--- src/rtl/ram_bridge_pkg.sv ---
// Shared widths and FSM state type for the RAM sequencing bridge.
// Imported by the controller-facing top level so both sides agree on bus width.
package ram_bridge_pkg;

  localparam int RAM_DATA_W         = 10;
  localparam int RAM_RD_LATENCY_DEF = 2;

  typedef enum logic [2:0] {
    IDLE    = 3'd0,
    W_DATA  = 3'd1,
    WRITE   = 3'd2,
    R_WAIT  = 3'd3,
    R_CAP   = 3'd4,
    R_DRIVE = 3'd5
  } ram_bridge_state_t;

endpackage

--- src/rtl/ram_bridge.sv ---
// Bridge between the processor controller and a synchronous RAM: latches address/data
// from the shared bus, stalls the timestep counter on loads and drives read data back.
module ram_bridge
  import ram_bridge_pkg::*;
#(
  parameter int DATA_W     = RAM_DATA_W,
  parameter int RD_LATENCY = RAM_RD_LATENCY_DEF
) (
  input  logic              Clock,
  input  logic              Reset,
  input  logic              RAM_read_from_RAM,
  input  logic              RAM_write_to_RAM,
  input  logic [DATA_W-1:0] Bus,
  output logic [DATA_W-1:0] BusOut,
  output logic              BusOutEn,
  output logic              Stall,
  output logic              Err,
  output logic [DATA_W-1:0] ram_addr,
  output logic [DATA_W-1:0] ram_wdata,
  output logic              ram_we,
  input  logic [DATA_W-1:0] ram_rdata
);

  localparam int                CNT_W    = $clog2(RD_LATENCY + 1);
  localparam logic [CNT_W-1:0]  CNT_LOAD = CNT_W'(RD_LATENCY);
  localparam logic [CNT_W-1:0]  CNT_LAST = CNT_W'(1);

  ram_bridge_state_t state_reg, state_next;
  logic [CNT_W-1:0]  cnt_reg, cnt_next;
  logic [DATA_W-1:0] addr_q, addr_next;
  logic [DATA_W-1:0] data_q, data_next;
  logic [DATA_W-1:0] rd_q, rd_next;

  logic stall_c;
  logic err_c;
  logic we_c;
  logic oe_c;

  always_ff @(posedge Clock) begin
    if (Reset) begin
      state_reg <= IDLE;
      cnt_reg   <= '0;
      addr_q    <= '0;
      data_q    <= '0;
      rd_q      <= '0;
    end else begin
      state_reg <= state_next;
      cnt_reg   <= cnt_next;
      addr_q    <= addr_next;
      data_q    <= data_next;
      rd_q      <= rd_next;
    end
  end

  always_comb begin
    state_next = state_reg;
    cnt_next   = cnt_reg;
    addr_next  = addr_q;
    data_next  = data_q;
    rd_next    = rd_q;
    stall_c    = 1'b0;
    err_c      = 1'b0;
    we_c       = 1'b0;
    oe_c       = 1'b0;

    case (state_reg)
      IDLE: begin
        if (RAM_read_from_RAM) begin
          addr_next  = Bus;
          cnt_next   = CNT_LOAD;
          state_next = R_WAIT;
          stall_c    = 1'b1;
          err_c      = RAM_write_to_RAM;
        end else if (RAM_write_to_RAM) begin
          addr_next  = Bus;
          state_next = W_DATA;
        end
      end

      W_DATA: begin
        // A load arriving mid-store abandons the store and restarts as a fresh read.
        if (RAM_read_from_RAM) begin
          addr_next  = Bus;
          cnt_next   = CNT_LOAD;
          state_next = R_WAIT;
          stall_c    = 1'b1;
          err_c      = 1'b1;
        end else if (RAM_write_to_RAM) begin
          data_next  = Bus;
          state_next = WRITE;
          stall_c    = 1'b1;
        end
      end

      WRITE: begin
        we_c       = 1'b1;
        state_next = IDLE;
      end

      R_WAIT: begin
        stall_c = 1'b1;
        if (cnt_reg == CNT_LAST) begin
          state_next = R_CAP;
        end else begin
          cnt_next = cnt_reg - CNT_LAST;
        end
      end

      R_CAP: begin
        stall_c    = 1'b1;
        rd_next    = ram_rdata;
        state_next = R_DRIVE;
      end

      R_DRIVE: begin
        oe_c       = 1'b1;
        state_next = IDLE;
      end

      default: begin
        state_next = IDLE;
      end
    endcase
  end

  // Outputs are forced quiet while Reset is high so an aborted store never strobes the RAM.
  assign Stall     = stall_c & ~Reset;
  assign Err       = err_c & ~Reset;
  assign ram_we    = we_c & ~Reset;
  assign BusOutEn  = oe_c & ~Reset;
  assign BusOut    = BusOutEn ? rd_q : '0;
  assign ram_addr  = addr_q;
  assign ram_wdata = data_q;

endmodule

--- config.mk ---
export PLATFORM = sky130hd
export DESIGN_NAME = ram_bridge
export DESIGN_NICKNAME = d
export VERILOG_FILES = /design/src/rtl/ram_bridge_pkg.sv /design/src/rtl/ram_bridge.sv
export SDC_FILE = /design/constraint.sdc
export NUM_CORES = 1
export LEC_CHECK = 0
export BUFFER_PORTS_ARGS = -buffer_cell sky130_fd_sc_hd__buf_2
export CAP_MARGIN = 5
export CORE_MARGIN = 1
export CORE_UTILIZATION = 30
export CTS_CLUSTER_DIAMETER = 50
export CTS_CLUSTER_SIZE = 10
export DETAILED_ROUTE_END_ITERATION = 8
export PLACE_DENSITY = 0.54
export SLEW_MARGIN = 20
export SYNTH_ARGS = -nofsm -noshare
export SYNTH_HDL_FRONTEND = slang
export SYNTH_SLANG_ARGS = --single-unit
--- constraint.sdc ---
create_clock -name Clock -period 1.7 [get_ports Clock]
set_clock_uncertainty 0.05 [all_clocks]
set_input_delay 0.085 -clock Clock [delete_from_list [all_inputs] [get_ports Clock]]
set_output_delay 0.085 -clock Clock [all_outputs]
set_load 0.1 [all_outputs]
==> results_dict.tcl <==
set metrics [dict create \
    overflow 0 \
    final_cell_mix "43 x buf_2, 32 x nand2b_1, 32 x dfxtp_1" \
    setup_viol 0 \
    p_leak_uw 0.00106 \
    drtPass1Iterations 4 \
    num_vias 1355 \
    tns_ps 0 \
    multi_input_area_um2 896 \
    startpoint_type "register" \
    critPathKind "register to output pin" \
    hold_class "primary input to register" \
    drv_cap 0 \
    avgViaCountPerCell 4.39 \
    slew_headroom 0.670 \
    die_w_um 75.1 \
    ys_ff_latch 35 \
    dr_wl_met2_mm 1.62 \
    grt_pass1_wl_mm 5.89 \
    crit_fanout 6 \
    tightest_slew_ps 498 \
    synth_top_family_by_area "simple AND/OR/NAND/NOR gates" \
    cts_sinks 35 \
    synth_seq_area_share 0.437 \
    layout_commonest_cell "buf_2" \
    clkLatencyLatePin_ps 280 \
    drv_slew 0 \
    ir_drop_mv 0.499 \
    diodes 0 \
    top_layer_used "met4" \
    coreArea_mm2 0.00514 \
    rsz0062_at_grt "true" \
    die_h_um 75.1 \
    postSynthAreaPerCell_um2 9.71 \
    yosys.area_share.simple 0.264 \
    wl_met1_mm 1.68 \
    hold_slack_ps 10.0 \
    yosysWarnings 0 \
    drt-initial-drc-count 44 \
    outcome "finished, final reports clean" \
    nFillCells 515 \
    antenna_found_initial 0 \
    tritoncts "yes" \
    port_buffers 57 \
    cp.required_ps 1560 \
    drcViolationCount 0 \
    synth_adder_area_share 0.00781 \
    cts_buffers 5 \
    clk_path_buf_depth 2 \
    synthesis.nets 190 \
    grt_pass1_vias 1300 \
    antenna_left 0 \
    wl_met3_um 272 \
    drt_wl_total_mm 3.62 \
    cts_root_buffer "clkbuf_8" \
    end_kind "output pin" \
    wire_per_inst_um 11.7 \
    cp_slowest_cell "dfxtp_4" \
    io_pins 58 \
    clk_pin_slew_worst_paths_ps 70 \
    slowest_delay_ps 380 \
    drive_gt1_frac 0.402 \
    fin_nets 263 \
    synth_compound_area_frac 0.0523 \
    grt_usage 0.140 \
    yosys-mux-area-fraction 0.194 \
    p_per_area_mw_per_mm2 903 \
    arrival_ps 1510 \
    grt_max_degree 50 \
    fmax_mhz 610 \
    die-area_mm2 0.00564 \
    synth_cells 165 \
    synth_area_mm2 0.00160 \
    gp_congestion 0.726 \
    period_needed_ps 1640 \
    finalHoldViolations 0 \
    dp_hpwl_mm 2.39 \
    rows 26 \
    htree_levels 2 \
    fin_crit_sh 0.965 \
    register_area_um2 712 \
    synth.distinct_cells 29 \
    initial_core_util 0.312 \
    syn_to_final_growth_pct 55.3 \
    crit_chain "nor4b_4 -> buf_4 -> and2_4 -> buf_12" \
    synth-xor-area-share 0 \
]
-- final timing paths --
check / start / end / slack [ps] / cells past startpoint
worst max-delay path: state_reg[1] / BusOut[7] / 60 / 4
worst min-delay path: ram_rdata[2] / rd_q[2] / 10 / 3
worst max register to register: state_reg[1] / ram_wdata[2] / 280 / 5
worst min register to register: ram_wdata[9] / ram_wdata[9] / 420 / 2
-- layout make-up --
class | count | share of cell area
sequential | 35 | 0.286
tap | 70 | 0.0352
inverter | 3 | 0.00452
clock buffer | 6 | 0.0332
timing repair buffer | 77 | 0.267
clock inverter | 2 | 0.0141
multi-input combinational | 116 | 0.360
-- kinds of logic after synthesis --
family / Yosys count
flops: 35
mux: 31
buf+inv: 14
simple gates: 71
fa+ha+maj: 1
compound gates: 13
-- routing by layer --
layer  vias to the layer above  global-route usage
met5                         -                   0
met4                         0              0.0503
met3                         5              0.0495
met2                        55               0.231
met1                       598               0.167
li1                        697                   -
-- report_power, final --
group          switching, µW  internal [µW]  total, µW
Combinational            403            176        578
Sequential              34.8            863        898
Clock                    298            474        772
-- through the flow --
| stage | instances | instance area (µm²) | power [µW] | setup slack (ps) | util |
|---|---|---|---|---|---|
| finish | 309 | 2490 | 2250 | 59.6 | 0.484 |
| CTS | 306 | 2460 | 2280 | 4.40 | 0.478 |
| global placement | 288 | 2230 | 1470 | 208 | 0.433 |
| floorplan | 165 | 1660 | 1350 | -271 | - |
| detailed placement | 288 | 2230 | 1470 | 176 | 0.433 |
| global route | 309 | 2490 | 2350 | -13.0 | 0.484 |
-- cells in the mapped netlist (all sizes together) --
cell type  number  area share
a211oi          1      0.0047
a21oi           3      0.0094
a221oi          2       0.011
a311oi          1      0.0055
a31oi           1      0.0039
and2           10       0.039
and4            1      0.0055
and4bb          1      0.0078
buf             8       0.031
clkbuf          3      0.0070
dfxtp          35        0.44
ha              1      0.0078
inv             3      0.0070
mux2i          31        0.19
nand2           2      0.0047
nand2b         32        0.12
nor2           17       0.041
nor2b           4       0.016
nor3            1      0.0031
nor3b           2       0.012
nor4b           1      0.0094
o21ai           4       0.012
o311ai          1      0.0055
-- worst max-delay path: cells and delay by family (launching register included) --
kind / cells / cell delay [ps]
buffers and inverters: 2 / 360
flip-flops: 1 / 380
AND/OR/NAND/NOR: 2 / 470
-- repair_timing --
action / CTS / global route
setup buffers: 0 / 3
gates cloned: 1 / 0
hold buffers: 9 / 0
pin swaps: 1 / 10
endpoints found under the setup margin: 12 / 11
gates resized for setup: 8 / 4
hold endpoints to repair: 9 / 0
No activity file was read; power rests on OpenSTA's default activity.
